[config.mk]
export PLATFORM = sky130hd
export DESIGN_NAME = alu_32bit
export DESIGN_NICKNAME = d
export VERILOG_FILES = /design/src/rtl/alu_pkg.sv /design/src/rtl/alu_branch_cmp.sv /design/src/rtl/alu_32bit.sv
export SDC_FILE = /design/constraint.sdc
export NUM_CORES = 1
export LEC_CHECK = 0
export CORE_MARGIN = 3
export CORE_UTILIZATION = 30
export CTS_BUF_LIST = sky130_fd_sc_hd__clkbuf_8
export DETAILED_ROUTE_END_ITERATION = 10
export GPL_TIMING_DRIVEN = 0
export PLACE_DENSITY = 0.55
export SLEW_MARGIN = 10
export SYNTH_ARGS = -nofsm -noshare
export SYNTH_HDL_FRONTEND = slang
export SYNTH_SLANG_ARGS = --single-unit
[constraint.sdc]
create_clock -name Clk_in -period 0.8 [get_ports Clk_in]
set_input_delay 0.16 -clock Clk_in [delete_from_list [all_inputs] [get_ports Clk_in]]
set_output_delay 0.16 -clock Clk_in [all_outputs]
set_load 0.1 [all_outputs]
[src/rtl/alu_pkg.sv]
// Function codes shared by the execute-stage ALU and its branch comparator.
package alu_pkg;

  localparam logic [5:0] FUNC_SLL  = 6'b000000;
  localparam logic [5:0] FUNC_SRL  = 6'b000010;
  localparam logic [5:0] FUNC_SRA  = 6'b000011;
  localparam logic [5:0] FUNC_JR   = 6'b001000;
  localparam logic [5:0] FUNC_ADD  = 6'b100000;
  localparam logic [5:0] FUNC_ADDU = 6'b100001;
  localparam logic [5:0] FUNC_SUB  = 6'b100010;
  localparam logic [5:0] FUNC_SUBU = 6'b100011;
  localparam logic [5:0] FUNC_AND  = 6'b100100;
  localparam logic [5:0] FUNC_OR   = 6'b100101;
  localparam logic [5:0] FUNC_XOR  = 6'b100110;
  localparam logic [5:0] FUNC_NOR  = 6'b100111;
  localparam logic [5:0] FUNC_SLT  = 6'b101010;
  localparam logic [5:0] FUNC_SLTU = 6'b101011;
  localparam logic [5:0] FUNC_BLTZ = 6'b111000;
  localparam logic [5:0] FUNC_BGEZ = 6'b111001;
  localparam logic [5:0] FUNC_BEQ  = 6'b111100;
  localparam logic [5:0] FUNC_BNE  = 6'b111101;
  localparam logic [5:0] FUNC_BLEZ = 6'b111110;
  localparam logic [5:0] FUNC_BGTZ = 6'b111111;

endpackage

[src/rtl/alu_branch_cmp.sv]
// Combinational branch-taken decision; 0 for any non-branch function code.
module alu_branch_cmp
  import alu_pkg::*;
(
  input  logic [5:0]  func_i,
  input  logic [31:0] a_i,
  input  logic [31:0] b_i,
  output logic        taken_o
);

  logic a_neg;
  logic a_zero;
  logic a_eq_b;

  assign a_neg  = a_i[31];
  assign a_zero = (a_i == 32'd0);
  assign a_eq_b = (a_i == b_i);

  always_comb begin
    taken_o = 1'b0;
    case (func_i)
      FUNC_BLTZ: taken_o = a_neg;
      FUNC_BGEZ: taken_o = ~a_neg;
      FUNC_BEQ:  taken_o = a_eq_b;
      FUNC_BNE:  taken_o = ~a_eq_b;
      FUNC_BLEZ: taken_o = a_neg | a_zero;
      FUNC_BGTZ: taken_o = ~a_neg & ~a_zero;
      default:   taken_o = 1'b0;
    endcase
  end

endmodule

[src/rtl/alu_32bit.sv]
// Registered 32-bit MIPS-style ALU: result mux plus output registers, one-cycle latency.
module alu_32bit
  import alu_pkg::*;
(
  input  logic        Clk_in,
  input  logic        Rst_n_in,
  input  logic [5:0]  Func_in,
  input  logic [31:0] A_in,
  input  logic [31:0] B_in,
  output logic [31:0] O_out,
  output logic        Branch_out,
  output logic        Jump_out
);

  logic [31:0] o_d, o_q;
  logic        branch_d, branch_q;
  logic        jump_d, jump_q;
  logic        taken;
  logic [4:0]  shamt;

  assign shamt = B_in[4:0];

  alu_branch_cmp u_branch_cmp (
    .func_i  (Func_in),
    .a_i     (A_in),
    .b_i     (B_in),
    .taken_o (taken)
  );

  always_comb begin
    o_d      = 32'd0;
    branch_d = taken;
    jump_d   = 1'b0;
    case (Func_in)
      FUNC_ADD, FUNC_ADDU: o_d = A_in + B_in;
      FUNC_SUB, FUNC_SUBU: o_d = A_in - B_in;
      FUNC_AND:            o_d = A_in & B_in;
      FUNC_OR:             o_d = A_in | B_in;
      FUNC_XOR:            o_d = A_in ^ B_in;
      FUNC_NOR:            o_d = ~(A_in | B_in);
      FUNC_SLT:            o_d = {31'd0, $signed(A_in) < $signed(B_in)};
      FUNC_SLTU:           o_d = {31'd0, A_in < B_in};
      FUNC_SLL:            o_d = A_in << shamt;
      FUNC_SRL:            o_d = A_in >> shamt;
      FUNC_SRA:            o_d = $unsigned($signed(A_in) >>> shamt);
      FUNC_JR: begin
        o_d    = A_in;
        jump_d = 1'b1;
      end
      // Branches pass A through as the result.
      FUNC_BLTZ, FUNC_BGEZ, FUNC_BEQ, FUNC_BNE, FUNC_BLEZ, FUNC_BGTZ: o_d = A_in;
      default:             o_d = 32'd0;
    endcase
  end

  always_ff @(posedge Clk_in or negedge Rst_n_in) begin
    if (!Rst_n_in) begin
      o_q      <= 32'd0;
      branch_q <= 1'b0;
      jump_q   <= 1'b0;
    end else begin
      o_q      <= o_d;
      branch_q <= branch_d;
      jump_q   <= jump_d;
    end
  end

  assign O_out      = o_q;
  assign Branch_out = branch_q;
  assign Jump_out   = jump_q;

endmodule

Word-level counts from Yosys, hierarchy flattened
Index checks and enable logic that the tools add are counted.
{"block": "classes", "add_sub_neg": 2, "n_lt_le_gt_ge": 2, "eq_ne": 20, "shift": 3, "muxes": 3, "bitwise_logic": 9, "n_reduce_logical": 5}
{"operator": "one-hot mux 32 bit (12 select lines)", "n": 1}
{"operator": "equality test 6 bit, second input constant", "n": 16}
{"operator": "< comparator 32 bit", "n": 2}
{"operator": "adder 32 bit", "n": 1}
{"operator": "bitwise AND 32 bit", "n": 1}
{"operator": "equality test 32 bit", "n": 1}
{"operator": "logical NOT 32 bit", "n": 1}
{"operator": "inverter 32 bit", "n": 1}
{"operator": "bitwise OR 32 bit", "n": 1}
{"operator": "left shift 32 x 5 -> 32 bit", "n": 1}
{"operator": ">> shifter 32 x 5 -> 32 bit", "n": 1}
{"operator": ">>> shifter 32 x 5 -> 32 bit", "n": 1}
{"operator": "subtractor 32 bit", "n": 1}
{"operator": "bitwise XOR 32 bit", "n": 1}
{"operator": "equality test 6 x 2 -> 1 bit, second input constant", "n": 2}
{"operator": "OR reduction 7 bit", "n": 1}
{"operator": "equality test 6 x 4 -> 1 bit, second input constant", "n": 1}
{"operator": "logical NOT 6 bit", "n": 1}
{"operator": "one-hot mux 1 bit (6 select lines)", "n": 1}
{"operator": "OR reduction 2 bit", "n": 2}
{"operator": "inverter 1 bit", "n": 3}
{"operator": "bitwise AND 1 bit", "n": 1}
{"operator": "2-to-1 mux 1 bit", "n": 1}
{"operator": "bitwise OR 1 bit", "n": 1}
{"block": "word_totals", "regBits": 34, "inputBits": 72, "output_inout_bits": 34}

Logic depth before layout (Yosys ltp)
Gate-level depths: netlist of run 1.
{"block": "logic_depth", "word_depth": 4, "mapped_depth": 14, "mapped_depth_nobuf": 13}

Cells and area by module
A second synthesis of run 1 with hierarchy kept.
{"block": "hier_totals", "hier_cells": 1516, "hier_area_um2": 10964.3}
{"mod": "alu_32bit", "n_inst": 1, "cells_each": 1447, "area_per_inst_um2": 10443.8}
{"mod": "alu_branch_cmp", "n_inst": 1, "cells_each": 69, "area_per_inst_um2": 520.5}

Least setup slack after synthesis of run 1
OpenSTA, ideal clock, no wires.
{"block": "synth_timing", "path_type": "input-to-reg", "startpoint": "input B_in[2]", "endpoint": "register o_q[31], in the netlist O_out[31]", "setup_ns": 0.120, "t_arrival_ns": 3.333, "required_time_ns": 0.680, "slack_ns": -2.654, "cell_stages": 14, "path_buffers": 3, "path_cell_list": "inv_2 -> buf_1 -> clkbuf_1 -> ha_1 -> clkbuf_1 -> nand2b_1 -> o311ai_1 -> o2bb2ai_1 -> o211a_1 -> o31ai_2 -> a211oi_1 -> or4_1 -> o32a_1 -> a41o_1"}
{"block": "synth_between", "elab_chain_cells": 2, "word_cells_on_any_way": 6, "cone_classes": "2 x add/sub; 3 x shift; 1 x mux"}
{"element": "start, declared", "line": "alu_32bit.sv:9", "source": "input logic [31:0] B_in,"}
{"element": "subtractor 32 bit, or another cell as far along", "line": "alu_32bit.sv:36", "source": "FUNC_SUB, FUNC_SUBU: o_d = A_in - B_in;"}
{"element": "one-hot mux 32 bit (12 select lines) *", "line": "alu_32bit.sv:34", "source": "case (Func_in)"}
{"element": "named net o_d[31]", "line": "alu_32bit.sv:15", "source": "logic [31:0] o_d, o_q;"}
{"element": "end signal, assigned", "line": "alu_32bit.sv:58", "source": "o_q <= 32'd0;"}
{"element": "end signal, assigned", "line": "alu_32bit.sv:62", "source": "o_q <= o_d;"}
{"element": "end, declared", "line": "alu_32bit.sv:15"}
Mark *: on every way through the listed nets, which the timed path passes. The rest lies on a longest branch.

Worst setup path after layout of run 1
{"block": "layout_timing", "startpoint": "input B_in[1]", "endpoint": "register o_q[30], in the netlist O_out[30]"}
Same word-level chain as after synthesis.

==> summary.md, run 1 <==
| Metric | Value |
|---|---|
| Status | complete, but fails checks |
| Failing checks | hold timing, setup timing |
| Number of CTS-inserted buffers | 5 |
| Fill cells | 3243 |
| Top FF cell, synth | dfrtp_1 |
| Synth warnings | 0 |
| Hold Path Class | in2async |
| Vias in the first global route | 12700 |
| Slew margin rel. | 34.6% |
| Number of synthesized flops with an enable pin | 0 |
| Complex-gate fraction of the synthesized area | 30.5% |
| DRT Pass-1 Iters | 6 |
| Worst IR Drop VDD | around 570 uV |
| TritonCTS clock tree | built |
| Max-cap violations | 0 |
| GPL Wtd Cong | between 1 and 1.5 |
| Starting Density | 30.5% |
| Largest area contributor in the netlist | ha_1 |
| Final min period | 3.06 ns |
| Final period util | 383% |
| Power per cell area | a little over 1000 mW/mm^2 |
| Mux cell area share after synthesis | 17.4% |
| Syn Inst Count | 1425 |
| Combined area of the multi-input logic cells | 0.0103 mm^2 |
| Adder-Cell Fraction of Synth Area | roughly 12% |
| Row count | 67 |
| Fmax | between 300 and 400 MHz |
| Final setup violation count | 67 |
| Dominant cell by count in the synthesized netlist | nand2_1 |
| First-pass GRT wire length | 90.4 mm |
| Die extent in x | 191 um |
| Required time of the worst setup path | 1.00 ns |
| Via density per instance | 6.34 |
| Via Count | 13500 |
| CP endpoint kind | flop |
| Yosys reg bits | 34 |
| Worst EP arrival | around 3.3 ns |
| Synthesized Nets | 1596 |
| CP Cell Sequence | buf_12 -> buf_12 -> buf_12 -> buf_12 -> clkinvlp_4 -> fa_2 -> nor2b_4 -> o21ai_4 -> a311oi_4 -> o41a_1 -> a21boi_4 -> o41ai_4 -> buf_4 -> o41ai_4 -> o221a_2 -> o211ai_1 |
| Crit Path Class | in2reg |
| Slowest CP cell | o41a_1 |
| CTS Buffer Depth | 2 |
| Register area share after synthesis | between 8 and 9% |
| IO buf count | between 100 and 150 |
| Initial antenna violation count | 3 |
| Synthesized area | 0.0102 mm^2 |
| Clock transition at the registers of the reported paths | 0.09 ns |
| Worst-Margin Slew | 0.973 ns |
| Asr flop ratio synth | 100% |
| Height of the chip | between 150 and 200 um |
| Mean Syn Cell Area | 7.19 um^2 |
| Setup WS post-layout | -2.26 ns |
| Num ports | 106 |
| Hold Worst Slack | -0.258 ns |
| CP max stage delay | 0.50 ns |
| Hpwl dp | 49.0 mm |
| Final Hold Fails | 13 |
| DRT iter0 DRCs | 1717 |
| CP startpoint kind | input port |
| Slew Limit Fails | 0 |
| Leakage power figure | 0.00657 uW |
| Area contributors post-synth | ha_1, mux4_2, dfrtp_1 |
| Top cell type's share of synthesized area | roughly an eighth |
| ANT nets after route | 0 |
| Crit path top cell by count | buf_12 |
| Worst Path Max Fanout | 4 |
| CTS sink count | 34 |
| RSZ-0062 raised after global routing | true |
| DRT Wirelength | around 64 mm |
| Grt ovf | 0 |
| Number of remaining DRC errors | 0 |
| Yosys cell types | 84 |
| Simple-gate portion of the synthesized area | 18.1% |
| Largest family of logic cells by synthesized area | compound AO/OA/AOI/OAI gates |
| Dpl ws | -3.92 ns |
| Largest net degree at the start of global routing | 22 |
| Routed len/inst | 30.3 um |
| Post-synthesis xor/xnor area fraction | 4.70% |
| DIE AREA | 0.0364 mm^2 |
| Root buffer cell | clkbuf_8 |
| H-tree levels | 2 |
| Area Overhead vs Synth | 57.4% |
| FF+latch area | ~980 um^2 |
| Gr usage total | between 30 and 40% |
| Commonest cells in the synthesized netlist | nand2_1, nor2_1, a21oi_1, o21ai_0 |
| Layout cells sized above 1 | 40.6% |
| Nets | 1846 |
| Tot Pwr | between 15000 and 20000 uW |
| Core outline area | 0.0336 mm^2 |
[logic make-up (layout without fill, tap and decap cells)]
| group | after synthesis | in the layout |
|---|---|---|
| fa+ha+maj | 99 | 99 |
| flops | 34 | 34 |
| simple gates | 415 | 415 |
| compound gates | 473 | 473 |
| other cells | 0 | 1 |
| buf+inv | 222 | 473 |
| xor+xnor | 55 | 55 |
| mux | 127 | 127 |
[placed cells by master, fill, tap and decap left out, types with 17 or more instances in the layout]
cell             netlist  layout
nand2_1              143     134
buf_4                  5     124
nor2_1               140     115
a21oi_1              126      97
inv_1                 97      81
ha_1                  97      76
o21ai_0              115      74
mux2i_1               69      56
buf_12                 0      54
xnor2_1               52      44
mux4_2                39      39
buf_6                  3      36
dfrtp_4                0      34
clkbuf_2               0      28
o211ai_1              25      25
clkbuf_8               0      22
nand3_1               29      20
a21oi_2                0      20
o21ai_1                1      19
clkdlybuf4s50_1        0      19
o21ai_2                1      18
buf_2                 20      17
[routing by layer]
layer / GRT usage, % / share of wire [%] / vias to the layer above / routed length, um
li1: - / - / 5750 / -
met1: 45.5 / 40 / 6629 / 25800
met2: 53.3 / 44 / 891 / 28400
met3: 6.40 / 9.8 / 206 / 6330
met4: 15.3 / 5.9 / 4 / 3780
met5: 0 / 0.050 / - / 32
[worst max-delay path: cells and delay by family]
kind	cells	cell delay (ns)
AO/OA/AOI/OAI	8	1.81
buffers and inverters	6	0.71
adder cells (fa/ha/maj)	1	0.42
AND/OR/NAND/NOR	1	0.15
[stage by stage]
step / instances / utilization (%) / cell area (um^2) / TNS, ns
floorplan: 1425 / - / 10800 / -53.36
CTS: 2074 / 45.4 / 15300 / -71.26
finish: 2125 / 48.0 / 16100 / -75.11
global placement: 1977 / 36.9 / 12400 / -208.81
detailed placement: 1979 / 37.0 / 12400 / -141.88
global route: 2124 / 48.0 / 16100 / -77.28
[timing repair]
| item | 4_1_cts | 5_1_grt |
|---|---|---|
| endpoints found under the hold margin | 13 | 13 |
| buffers inserted | 97 | 56 |
| gates resized for setup | 841 | 149 |
| setup endpoints to repair | 68 | 68 |
| pin swaps | 101 | 90 |
| gates cloned | 0 | 0 |
[power by group]
part           switching (uW)  internal (uW)  leakage (uW)
Sequential                128           1960      0.000393
Combinational            7750           5180       0.00613
Clock                     926            687     0.0000524
Total                    8810           7830       0.00657
[sequential cells by signal (all words and copies together), names as in the netlist]
signal	count
Jump_out	1
Branch_out	1
O_out	32
[cell type report]
cell class              count  area share [%]
plain buffers             111            7.04
well taps                 448            3.47
inverters                 101            2.60
clock inverters             2          0.0543
flip-flops and latches     34            6.06
repair buffers            253            16.5
multi-input cells        1169            63.8
clock buffers               6           0.512
diodes                      1          0.0155
[worst paths after layout]
| path | slack (ns) | depth (start not counted) | to | from |
|---|---|---|---|---|
| max | -2.26 | 16 | O_out[30]$_DFF_PN0_ | B_in[1] |
| min | -0.26 | 1 | O_out[24]$_DFF_PN0_ | Rst_n_in |
| max in group asynchronous | 0.54 | 2 | O_out[9]$_DFF_PN0_ | Rst_n_in |
| min in group Clk_in | 0.21 | 3 | Jump_out$_DFF_PN0_ | Func_in[4] |
Power figures use the tool's default switching activity.
==> run 2: changes to the inputs <==
--- a/config.mk
+++ b/config.mk
@@ -10,8 +10,10 @@
 export CTS_BUF_LIST = sky130_fd_sc_hd__clkbuf_8
 export DETAILED_ROUTE_END_ITERATION = 10
 export GPL_TIMING_DRIVEN = 0
-export PLACE_DENSITY = 0.55
+export PLACE_DENSITY = 0.54
+export SETUP_SLACK_MARGIN = 0.3
 export SLEW_MARGIN = 10
 export SYNTH_ARGS = -nofsm -noshare
 export SYNTH_HDL_FRONTEND = slang
+export SYNTH_HIERARCHICAL = 1
 export SYNTH_SLANG_ARGS = --single-unit
==> run 2 against run 1 <==
Effect of this change: the flow still finishes with violations (hold timing, setup timing); sequential power shrank 2%; utilization shrank 2.8 points; routed wire length grew 5.4%; synthesized cell count grew 6.4%; combinational power shrank 5%; maximum frequency grew 5.8%; non-clock buffer count shrank 47; sequential share of layout area is essentially flat; final cell count grew 2.6%; cell area grew 0.45%; clock power grew 33%; via count grew 4.3%; critical endpoint is now O_out[10]$_DFF_PN0_.
==> summary.md, run 2 <==
| Metric | Value |
|---|---|
| Placed insts | 2083 (was 1979) |
| Inserted Diodes | 0 (was 1) |
| Post-synthesis xor/xnor area fraction | 4.71% (was 4.70%) |
| CTS Buffer Depth | 2 (unchanged) |
| Yosys reg bits | 34 (unchanged) |
| ANT nets after route | 0 (unchanged) |
| Num ports | 106 (unchanged) |
| Worst EP arrival | 3.07 ns (was 3.26 ns) |
| Hold Worst Slack | -0.355 ns (was -0.258 ns) |
| Area contributors post-synth | ha_1, mux2i_1, dfrtp_1 (was ha_1, mux4_2, dfrtp_1) |
| TritonCTS clock tree | built (unchanged) |
| Dominant cell by count in the synthesized netlist | nor2_1 (was nand2_1) |
| Status | complete, but fails checks (unchanged) |
| Largest net degree at the start of global routing | 30 (was 22) |
| Setup WS post-layout | -2.09 ns (was -2.26 ns) |
| Final Util | 45.2% (was 48.0%) |
| Levels on crit path | 20 (was 16) |
| Leakage power figure | 0.00673 uW (was 0.00657 uW) |
| Slew Limit Fails | 0 (unchanged) |
| Largest area contributor in the netlist | ha_1 (unchanged) |
| Tot Pwr | 16400 uW (was 16600 uW) |
| Seq pwr share | 12.5% (was 12.6%) |
| Top FF cell, synth | dfrtp_1 (unchanged) |
| First-pass GRT wire length | 97.0 mm (was 90.4 mm) |
| Mean Syn Cell Area | 7.23 um^2 (was 7.19 um^2) |
| Comb pwr share | 74.5% (was 77.7%) |
| Yosys cell types | 101 (was 84) |
| Hold Path Class | in2async (unchanged) |
| H-tree levels | 2 (unchanged) |
| CP Buf/Inv Count | 10 (was 6) |
| Pint | 7850 uW (was 7830 uW) |
| Syn Inst Count | 1516 (was 1425) |
| Routed len/inst | 31.1 um (was 30.3 um) |
| Via Count | 14100 (was 13500) |
| Row count | 69 (was 67) |
| Number of synthesized flops with an enable pin | 0 (unchanged) |
| Final setup violation count | 68 (was 67) |
| Final period util | 362% (was 383%) |
| Max-cap violations | 0 (unchanged) |
| Die extent in x | 197 um (was 191 um) |
| CP startpoint kind | input port (unchanged) |
| Top cell type's share of synthesized area | 11.3% (was 11.8%) |
| Non-Filler Instances | 2180 (was 2125) |
| Crit Path Class | in2reg (unchanged) |
| Max FFs per register | 32 (unchanged) |
| CP max stage delay | 0.42 ns (was 0.50 ns) |
| Final Hold Fails | 34 (was 13) |
| GPL Wtd Cong | 1.05 (was 1.06) |
| RSZ-0062 raised after global routing | true (unchanged) |
| Required time of the worst setup path | 0.97 ns (was 1.00 ns) |
| Adder-Cell Fraction of Synth Area | 11.7% (was 12.2%) |
| CP Cell Sequence | buf_12 -> buf_12 -> buf_12 -> inv_12 -> buf_12 -> buf_12 -> ha_4 -> buf_6 -> buf_6 -> nor2b_4 -> o31a_1 -> buf_4 -> buf_6 -> o21ai_4 -> nor2_1 -> o21ai_1 -> nand2_1 -> o22ai_2 -> xnor2_2 -> o211ai_1 (was buf_12 -> buf_12 -> buf_12 -> buf_12 -> clkinvlp_4 -> fa_2 -> nor2b_4 -> o21ai_4 -> a311oi_4 -> o41a_1 -> a21boi_4 -> o41ai_4 -> buf_4 -> o41ai_4 -> o221a_2 -> o211ai_1) |
| CP endpoint kind | flop (unchanged) |
| Initial antenna violation count | 3 (unchanged) |
| Register area share after synthesis | 7.76% (was 8.30%) |
| Switching Share | 52.1% (was 53.0%) |
| Clock power frac | 13.0% (was 9.7%) |
| Area Overhead vs Synth | 47.8% (was 57.4%) |
| Hpwl dp | 52.2 mm (was 49.0 mm) |
| Synthesized area | 0.0110 mm^2 (was 0.0102 mm^2) |
| Via density per instance | 6.45 (was 6.34) |
| Fmax | 345 MHz (was 326 MHz) |
| DRT iter0 DRCs | 1696 (was 1717) |
| Most common cell after layout, fill and taps aside | nand2_1 (unchanged) |
| Nets | 1891 (was 1846) |
| Final min period | 2.89 ns (was 3.06 ns) |
| Clock transition at the registers of the reported paths | 0.07 ns (was 0.09 ns) |
| Vias in the first global route | 13500 (was 12700) |
| Commonest cells in the synthesized netlist | nor2_1, nand2_1, o21ai_0, a21oi_1, inv_1 (was nand2_1, nor2_1, a21oi_1, o21ai_0) |
| Worst-Margin Slew | 0.893 ns (was 0.973 ns) |
| Gr usage total | 34.0% (about the same) |
| Number of CTS-inserted buffers | 5 (unchanged) |
| Worst Path Max Fanout | 3 (was 4) |
| Largest family of logic cells by synthesized area | compound AO/OA/AOI/OAI gates (unchanged) |
| Number of remaining DRC errors | 0 (unchanged) |
| Root buffer cell | clkbuf_8 (unchanged) |
| Mux cell area share after synthesis | 17.0% (was 17.4%) |
| DIE AREA | 0.0389 mm^2 (was 0.0364 mm^2) |
| Slew margin rel. | 40.2% (was 34.6%) |
| Failing checks | hold timing, setup timing (unchanged) |
| Core outline area | 0.0358 mm^2 (was 0.0336 mm^2) |
| Asr flop ratio synth | 100% (unchanged) |
| Switching power | 8550 uW (was 8810 uW) |
| DRT Wirelength | 67.8 mm (was 64.3 mm) |
| Power per cell area | 1010 mW/mm^2 (was 1030 mW/mm^2) |
| DRT Pass-1 Iters | 6 (unchanged) |
| Starting Density | 30.6% (was 30.5%) |
| Worst IR Drop VDD | 781 uV (was 567 uV) |
| Synthesized Nets | 1689 (was 1596) |
| Layout cells sized above 1 | 36.2% (was 40.6%) |
| Slowest CP cell | o211ai_1 (was o41a_1) |
| Crit path top cell by count | buf_12 (unchanged) |
| Synth warnings | 6 (was 0) |
| IO buf count | 105 (was 104) |
| Setup TNS | -71.98 ns (was -75.11 ns) |
| CTS sink count | 34 (unchanged) |
| Complex-gate fraction of the synthesized area | 31.2% (was 30.5%) |
| Grt ovf | 0 (unchanged) |
| Height of the chip | 197 um (was 191 um) |
| Crit-path leading delay family | compound AO/OA/AOI/OAI gates (unchanged) |
| Simple-gate portion of the synthesized area | 18.3% (was 18.1%) |
| Most frequent cells in the layout | nand2_1, nor2_1, inv_1, buf_4, ha_1 (was nand2_1, buf_4, nor2_1, a21oi_1, inv_1) |
-- run 2: area by class of cell --
type                    instances  area, um^2
flip-flops and latches         34         978
inverters                     119         490
multi-input cells            1241       10600
clock buffers                   5        68.8
repair buffers                195        2190
fillers                      3575       19600
clock inverters                 3        68.8
plain buffers                 122        1250
well taps                     461         577
-- run 2: kinds of logic after synthesis --
kind of cell / Yosys count
muxes: 140
buffers and inverters: 241
and+or+nand+nor: 429
DFF: 34
xor gates and xnor gates: 59
AOI/OAI and AO/OA: 512
adders and majority gates: 101
-- run 2: worst paths after layout --
check                                        to       start  slack (ns)
min in group Clk_in        Branch_out$_DFF_PN0_  Func_in[1]        0.18
max in group asynchronous   O_out[20]$_DFF_PN0_    Rst_n_in        0.71
min                          O_out[1]$_DFF_PN0_    Rst_n_in       -0.35
max                         O_out[10]$_DFF_PN0_     B_in[2]       -2.09
-- run 2: power groups by stage --
stage,Combinational (uW),Clock [uW],Sequential (uW)
2_1_floorplan,5030,0,3050
3_3_place_gp,9590,0,2010
3_5_place_dp,9550,0,2020
4_1_cts,11500,2180,2060
5_1_grt,12700,2240,2070
6_report,12200,2140,2050
-- run 2: what timing repair did --
action,CTS,global route
gates cloned,0,1
hold endpoints to repair,34,34
endpoints found under the setup margin,68,68
pin swaps,116,84
gates resized for setup,994,95
buffers inserted,73,15
-- run 2: stage by stage --
stage | cell area [um^2] | worst slack [ns]
global route | 16200 | -2.19
global placement | 13100 | -3.57
finish | 16200 | -2.09
detailed placement | 13100 | -3.56
floorplan | 11500 | -1.98
CTS | 15700 | -2.13
-- run 2: metal layers --
layer  part of all wire (%)  track usage [%]
met1                     40             46.4
met5                  0.016                0
met4                    6.4             16.3
met3                     12             7.27
met2                     42             51.2
